## src/rtl/conv_mac_tree_if.sv

```systemverilog
// Handshake bundle for conv_mac_tree: serial kernel load port, window input
// stream and result output stream. The master drives windows and coefficients.
interface conv_mac_tree_if #(
  parameter int DATA_W = 8,
  parameter int COEF_W = 8,
  parameter int K      = 3,
  parameter int ACC_W  = 20
);
  logic                  kern_start;
  logic                  kern_wr;
  logic [COEF_W-1:0]     kern_din;
  logic                  kern_loaded;
  logic                  win_valid;
  logic                  win_ready;
  logic [K*K*DATA_W-1:0] win_data;
  logic                  res_valid;
  logic                  res_ready;
  logic [ACC_W-1:0]      res_data;

  modport master (
    output kern_start, kern_wr, kern_din, win_valid, win_data, res_ready,
    input  kern_loaded, win_ready, res_valid, res_data
  );

  modport slave (
    input  kern_start, kern_wr, kern_din, win_valid, win_data, res_ready,
    output kern_loaded, win_ready, res_valid, res_data
  );
endinterface

```

## src/rtl/conv_mac_tree.sv

```systemverilog
// Pipelined KxK convolution MAC: signed coefficients x unsigned pixels, registered
// binary adder tree, double-buffered kernel. Define CONV_MAC_TREE_RELU_EN for ReLU output.
module conv_mac_tree #(
  parameter int DATA_W = 8,
  parameter int COEF_W = 8,
  parameter int K      = 3,
  parameter int ACC_W  = 20
) (
  input logic            clk,
  input logic            rst,
  conv_mac_tree_if.slave bus
);
  localparam int N      = K * K;
  localparam int STAGES = $clog2(N);
  localparam int IDX_W  = (N > 1) ? $clog2(N) : 1;

  function automatic int cnt_f(input int lvl);
    int c;
    c = N;
    for (int m = 0; m < lvl; m++) c = (c + 1) / 2;
    return c;
  endfunction

  function automatic int off_f(input int lvl);
    int o;
    o = 0;
    for (int m = 0; m < lvl; m++) o += cnt_f(m);
    return o;
  endfunction

  // Tree nodes are stored flat, level by level; the last node is the result.
  localparam int NODES = off_f(STAGES + 1);
  localparam int LAST  = NODES - 1;

  function automatic logic signed [ACC_W-1:0] mul_f(input logic signed [COEF_W-1:0] c,
                                                    input logic [DATA_W-1:0] p);
    logic signed [ACC_W-1:0] ce;
    logic signed [ACC_W-1:0] pe;
    ce = ACC_W'(c);
    pe = $signed(ACC_W'(p));
    return ce * pe;
  endfunction

  function automatic logic signed [ACC_W-1:0] fin_f(input logic signed [ACC_W-1:0] s);
`ifdef CONV_MAC_TREE_RELU_EN
    return s[ACC_W-1] ? '0 : s;
`else
    return s;
`endif
  endfunction

  logic signed [COEF_W-1:0] shadow [N];
  logic signed [COEF_W-1:0] active [N];
  logic [IDX_W-1:0]         idx;
  logic [IDX_W-1:0]         wr_idx;
  logic                     commit;
  logic                     loaded;

  assign wr_idx = bus.kern_start ? '0 : idx;
  assign commit = bus.kern_wr && (wr_idx == IDX_W'(N - 1));

  // Coefficients land flipped so active[i] multiplies pixel i directly; the
  // committing write bypasses the shadow bank into active[0].
  always_ff @(posedge clk or posedge rst) begin
    if (rst) begin
      idx    <= '0;
      loaded <= 1'b0;
      for (int i = 0; i < N; i++) begin
        shadow[i] <= '0;
        active[i] <= '0;
      end
    end else begin
      if (bus.kern_wr) begin
        shadow[N - 1 - int'(wr_idx)] <= bus.kern_din;
        idx <= commit ? '0 : wr_idx + 1'b1;
      end else if (bus.kern_start) begin
        idx <= '0;
      end
      if (commit) begin
        for (int i = 1; i < N; i++) active[i] <= shadow[i];
        active[0] <= bus.kern_din;
        loaded    <= 1'b1;
      end
    end
  end

  logic                    en;
  logic                    take;
  logic [STAGES:0]         vld_p;
  logic signed [ACC_W-1:0] tree_p   [NODES];
  logic signed [ACC_W-1:0] tree_nxt [NODES];

  assign en   = !vld_p[STAGES] || bus.res_ready;
  assign take = bus.win_valid && loaded;

  // Stage 0: one product per tap
  for (genvar i = 0; i < N; i++) begin : g_prod
    assign tree_nxt[i] = mul_f(active[i], bus.win_data[i*DATA_W +: DATA_W]);
  end

  // Stages 1..STAGES: pairwise sums, odd leftover passed through
  for (genvar l = 1; l <= STAGES; l++) begin : g_lvl
    localparam int CI = cnt_f(l - 1);
    localparam int CO = cnt_f(l);
    localparam int OI = off_f(l - 1);
    localparam int OO = off_f(l);
    for (genvar j = 0; j < CO; j++) begin : g_node
      if (2 * j + 1 < CI) begin : g_add
        assign tree_nxt[OO + j] = tree_p[OI + 2*j] + tree_p[OI + 2*j + 1];
      end else begin : g_pass
        assign tree_nxt[OO + j] = tree_p[OI + 2*j];
      end
    end
  end

  always_ff @(posedge clk or posedge rst) begin
    if (rst) begin
      vld_p <= '0;
      for (int n = 0; n < NODES; n++) tree_p[n] <= '0;
    end else if (en) begin
      vld_p[0] <= take;
      for (int s = 1; s <= STAGES; s++) vld_p[s] <= vld_p[s-1];
      for (int n = 0; n < LAST; n++) tree_p[n] <= tree_nxt[n];
      tree_p[LAST] <= fin_f(tree_nxt[LAST]);
    end
  end

  assign bus.win_ready   = en && loaded;
  assign bus.kern_loaded = loaded;
  assign bus.res_valid   = vld_p[STAGES];
  assign bus.res_data    = tree_p[LAST];
endmodule

```

## src/flat_wrapper.sv

```systemverilog
// flat-port wrapper written by rule: the top's interface ports become plain ports
module conv_mac_tree_flat 
#(
  parameter int DATA_W = 8,
  parameter int COEF_W = 8,
  parameter int K      = 3,
  parameter int ACC_W  = 20
)
  (clk, rst, bus_kern_start, bus_kern_wr, bus_kern_din, bus_win_valid, bus_win_data, bus_res_ready, bus_kern_loaded, bus_win_ready, bus_res_valid, bus_res_data);
  conv_mac_tree_if #(.DATA_W(DATA_W), .COEF_W(COEF_W), .K(K), .ACC_W(ACC_W)) bus_i ();
  input logic clk;
  input logic rst;
  input wire logic [$bits(bus_i.kern_start)-1:0] bus_kern_start;
  input wire logic [$bits(bus_i.kern_wr)-1:0] bus_kern_wr;
  input wire logic [$bits(bus_i.kern_din)-1:0] bus_kern_din;
  input wire logic [$bits(bus_i.win_valid)-1:0] bus_win_valid;
  input wire logic [$bits(bus_i.win_data)-1:0] bus_win_data;
  input wire logic [$bits(bus_i.res_ready)-1:0] bus_res_ready;
  output wire logic [$bits(bus_i.kern_loaded)-1:0] bus_kern_loaded;
  output wire logic [$bits(bus_i.win_ready)-1:0] bus_win_ready;
  output wire logic [$bits(bus_i.res_valid)-1:0] bus_res_valid;
  output wire logic [$bits(bus_i.res_data)-1:0] bus_res_data;
  assign bus_i.kern_start = bus_kern_start;
  assign bus_i.kern_wr = bus_kern_wr;
  assign bus_i.kern_din = bus_kern_din;
  assign bus_i.win_valid = bus_win_valid;
  assign bus_i.win_data = bus_win_data;
  assign bus_i.res_ready = bus_res_ready;
  assign bus_kern_loaded = bus_i.kern_loaded;
  assign bus_win_ready = bus_i.win_ready;
  assign bus_res_valid = bus_i.res_valid;
  assign bus_res_data = bus_i.res_data;
  conv_mac_tree #(.DATA_W(DATA_W), .COEF_W(COEF_W), .K(K), .ACC_W(ACC_W)) u_core (.clk(clk), .rst(rst), .bus(bus_i));
endmodule
```

## config.mk

```make
export PLATFORM = sky130hd
export DESIGN_NAME = conv_mac_tree_flat
export DESIGN_NICKNAME = d
export VERILOG_FILES = /design/src/rtl/conv_mac_tree_if.sv /design/src/rtl/conv_mac_tree.sv /design/src/flat_wrapper.sv
export SDC_FILE = /design/constraint.sdc
export NUM_CORES = 2
export LEC_CHECK = 0
export BUFFER_PORTS_ARGS = -buffer_cell sky130_fd_sc_hd__buf_2
export CAP_MARGIN = 20
export CELL_PAD_IN_SITES_DETAIL_PLACEMENT = 1
export CELL_PAD_IN_SITES_GLOBAL_PLACEMENT = 2
export CORE_UTILIZATION = 35
export DETAILED_ROUTE_END_ITERATION = 10
export PLACE_DENSITY = 0.8
export SYNTH_ARGS = -nofsm -noshare
export SYNTH_HDL_FRONTEND = slang
export SYNTH_SLANG_ARGS = --single-unit
```

## constraint.sdc

```tcl
create_clock -name clk -period 39 [get_ports clk]
set_input_delay 3.9 -clock clk [delete_from_list [all_inputs] [get_ports clk]]
set_output_delay 3.9 -clock clk [all_outputs]
set_load 0.01 [all_outputs]
```

* Word-level counts from Yosys, hierarchy flattened
Index checks and enable logic that the tools add are counted.
Word-level totals: word-level logic and storage cells 76, memories 0, ROM bits 0, output and inout bits 23, memory bits (writable) 0, flip-flop bits (word level) 554, latch bits 0, bits of input ports 86
Operators by class: bitwise gates (word level) 1, div/mod/pow operators 0, magnitude comparators 2, muxes and demuxes 6, reduce and logical (&&, ||, !) cells 6, add/subtract/negate cells 10, eq/ne operators 1, shift operators 0, $mul 9
Operator list (count):
- $add 20x20->20 | 8
- $mul 8x9->17 | 9
- $bwmux 72 | 1
- $demux 8 s4 | 1
- $ge 32x5->1 const B | 1
- $lt 32x1->1 const B | 1
- $not 32->32 | 1
- $mux 4 | 3
- $mux 8 | 1
- $sub 4x4->5 const A | 1
- $add 4x1->4 const B | 1
- $eq 4x4->1 const B | 1
- $logic_and 1x1->1 | 4
- $logic_not 1->1 | 1
- $logic_or 1x1->1 | 1

* Logic depth before layout (Yosys ltp)
depth in word-level cells 8, gate-level depth with buffers 20, gate-level depth less buffers 20

* Least setup slack after synthesis
Ideal clock, no wire load.
path type input -> output, start point in bus_res_ready, end point out bus_win_ready, cell stages on the path 4, path buffers 2, path slack 30.340 ns, data arrival time 4.760 ns, cell sequence nand2b_1 clkbuf_1 clkbuf_1 and2_1
On the way: longest elaborated chain between the ends 2
Ends and longest elaborated chain:
- from (decl) | RTL line flat_wrapper.sv:18 | input wire logic [$bits(bus_i.res_ready)-1:0] bus_res_ready;
- $logic_or 1x1->1 | RTL line conv_mac_tree.sv:93 | assign en = !vld_p[STAGES] || bus.res_ready;
- $logic_and 1x1->1 | RTL line conv_mac_tree.sv:128 | assign bus.win_ready = en && loaded;
- to (decl) | RTL line flat_wrapper.sv:20 | output wire logic [$bits(bus_i.win_ready)-1:0] bus_win_ready;
Every way passes these cells.

* Worst setup path in the final report
Same ends and word-level chain as after synthesis.

==> results.tsv <==
stage	metric	value	unit
floorplanning	core	126000	um2
floorplanning	fp-row-count	130	
sta	setup_ws	30.35	ns
power_and_ir_drop	p_per_area	25.6	nW/um2
sta	fin_skew	0.0247	ns
floorplanning	die_h	359	um
yosys	synth_nets	5734	
hold_path	hp-start	u_core.tree_nxt[73]$_DFFE_PP0N_	
placement	gp_congestion	0.822	
worst_setup_path	r2r-start	u_core.active[56]$_DFFE_PP0P_	
drt	first_iter_violations	1318	
final_layout	multi_input_area	29100	um2
yosys	async_flop_share	1.00	
yosys	postSynthAreaPerCell	9.34	um2
drt	routed_wl	115000	um
sta	period_needed	8.65	ns
worst_setup_path	crit_path_end_kind	primary output	
sta	relSlewSlack	0.336	
clock_tree	cts_tree	built	
clock_tree	insertion_delay	0.65	ns
sta	setup_viol	0	
global_routing	grt_max_degree	197	
drt	viasPerCell	5.00	
power_and_ir_drop	p_sw	0.325	mW
power_and_ir_drop	clkPwrFrac	0.439	
outcome	status	finished clean	
yosys	yosysSeqAreaShare	0.286	
global_routing	track_usage	0.180	
power_and_ir_drop	leakagePower	26.5	nW
power_and_ir_drop	combPwrFrac	0.093	
drt	wl_per_cell	17.5	um
yosys	ys.flop_type	dfrtp_1	
power_and_ir_drop	max-vdd-ir-drop	0.0000325	V
final_layout	final_cells	6530	
drt	num_vias	32634	
flow_run	cap_viol_max_count	0	
clock_tree	clkSinkCount	510	
clock_tree	root_buffer	clkbuf_16	
worst_setup_path	worstReg2RegEnd	u_core.tree_p[374]$_DFFE_PP0N_	
yosys	ys_ff_latch	510	
final_layout	final_common_cell	nand2_1	
worst_setup_path	r2r_cells	19	
hold_path	holdPathEnd	u_core.tree_nxt[73]$_DFFE_PP0N_	
floorplanning	dieArea	129000	um2
clock_tree	cts.clk_slew.worst_paths	0.06	ns
placement	place_ws	30.37	ns
global_routing	grt_pass1_wl	188000	um
worst_setup_path	cp.arrival	4.75	ns
yosys	syn_area	44600	um2
drt	drc	0	
worst_setup_path	path_class	input port to primary output	
worst_setup_path	cp-start-kind	input port	
clock_tree	hold_buffers	0	
worst_setup_path	crit_fanout	19	
worst_setup_path	r2r_setup_slack	34.19	ns
final_layout	final_cell_mix	nand2_1, inv_1, ha_1	
global_routing	grt_pass1_vias	34910	
clock_tree	post-cts-setup-buffers	0	
floorplanning	ios	109	
final_layout	seqCellArea	12800	um2
sta	fmax	116	MHz
power_and_ir_drop	p_seq_frac	0.468	
yosys	synth-edff-count	0	
floorplanning	start_util	0.354	
final_layout	fin_nets	5799	
power_and_ir_drop	intPower	0.921	mW
sta	drv_slew	0	
final_layout	area_growth	9.28	%
worst_setup_path	cp.required	35.10	ns
yosys	ys_types	69	
clock_tree	cts-htree-levels	2	
floorplanning	die_w	359	um
sta	finalCritPeriodShare	0.222	
drt	firstDrtPassIters	5	
sta	hold_violations	0	
hold_path	min_path_cells	2	
power_and_ir_drop	swShare	0.261	
final_layout	drive_gt1_frac	0.0783	
final_layout	filler_cell_count	14611	
global_routing	grt-ovfl-total	0	
yosys	yosysWarnings	0	
placement	dp.cells	6422	
sta	hold_ws	0.463	ns
sta	worstMarginPinSlew	0.993	ns
hold_path	min_path_type	flip-flop to flip-flop	
clock_tree	cts_resized	0	
placement	portBuffers	108	
yosys	synthCells	4770	
drt	ant_nets	0	
sta	tns	0	ns
clock_tree	cts_buffer_depth	3	
global_routing	grt_antenna_before_repair	12	
placement	hpwl	88500	um
clock_tree	numCtsBuffers	60	
sta	rsz0062_at_grt	false	
[per-layer routing]
layer,global-route usage,vias to the layer above,wire length [um]
met5,0,-,10
met4,0.0309,2,1730
met3,0.0243,96,3810
met2,0.296,319,53000
met1,0.253,16432,56000
li1,-,15785,-
[stage by stage]
step           power (mW)   util  instance area [um2]
5_1_grt              1.30  0.387                48700
3_5_place_dp        0.709  0.372                46800
3_3_place_gp        0.704  0.372                46800
6_report             1.25  0.387                48700
4_1_cts              1.27  0.387                48700
2_1_floorplan       0.662      -                44600
[worst max-delay path by stage]
stage	start	to	slack [ns]	depth (start not counted)
after floorplan	rst	u_core.active[0]$_DFFE_PP0P_	20.86	1
after global placement	bus_res_ready	bus_win_ready	30.38	4
after detailed placement	bus_res_ready	bus_win_ready	30.37	4
after CTS	bus_res_ready	bus_win_ready	30.37	4
after global routing	bus_res_ready	bus_win_ready	30.34	4
final	bus_res_ready	bus_win_ready	30.35	4
[Yosys cell counts (35+ instances only)]
library cell | number | area, um2
fa_1 | 341 | 6830
xnor2_1 | 95 | 832
dfrtp_1 | 510 | 12800
inv_1 | 590 | 2210
and2_1 | 359 | 2250
nand3_1 | 41 | 205
mux2_2 | 137 | 1540
o21a_1 | 38 | 285
xor2_1 | 114 | 998
o21ai_0 | 205 | 1030
a211oi_1 | 35 | 263
nand2b_1 | 56 | 350
nand2_1 | 631 | 2370
a21oi_1 | 296 | 1480
nor2_1 | 277 | 1040
a21o_1 | 95 | 713
clkbuf_1 | 90 | 338
ha_1 | 537 | 6720
[sequential cells by signal, summed over array words and instances (netlist names)]
signal and cells:
u_core.tree_p 293, u_core.tree_nxt 51, u_core.shadow 64, u_core.bus.kern_loaded 1
u_core.vld_p 5, u_core.bus.res_data 20, u_core.active 72, u_core.idx 4
[worst max-delay path: stages]
cell,delay (ns)
buf_2,0.12
nand2b_4,0.31
and2_1,0.26
buf_2,0.13
[logic make-up (layout without fill, tap and decap cells)]
kind of cell,after synthesis,in the layout,share of synthesized area
AO/OA/AOI/OAI,828,828,0.113
multiplexers,140,140,0.0353
AND/OR/NAND/NOR,1493,1493,0.158
other,0,2,0
XOR/XNOR,209,209,0.0411
adder cells (fa/ha/maj),878,878,0.304
flip-flops,510,510,0.286
buffers and inverters,712,820,0.0617
[cell type report]
cell class / count / share of cell area
multi-input cells: 3548 / 0.597
well taps: 1650 / 0.0424
diodes: 2 / 0.000103
flip-flops and latches: 510 / 0.262
inverters: 590 / 0.0456
repair buffers: 125 / 0.0144
clock inverters: 24 / 0.00465
clock buffers: 81 / 0.0339
[power groups by stage]
stage / combinational (mW) / clock [mW] / sequential (mW)
after floorplan: 0.0768 / 0 / 0.585
after global placement: 0.114 / 0 / 0.591
after detailed placement: 0.117 / 0 / 0.593
after CTS: 0.118 / 0.566 / 0.583
after global routing: 0.130 / 0.583 / 0.587
final: 0.116 / 0.548 / 0.583
No activity file was read; power rests on OpenSTA's default activity.
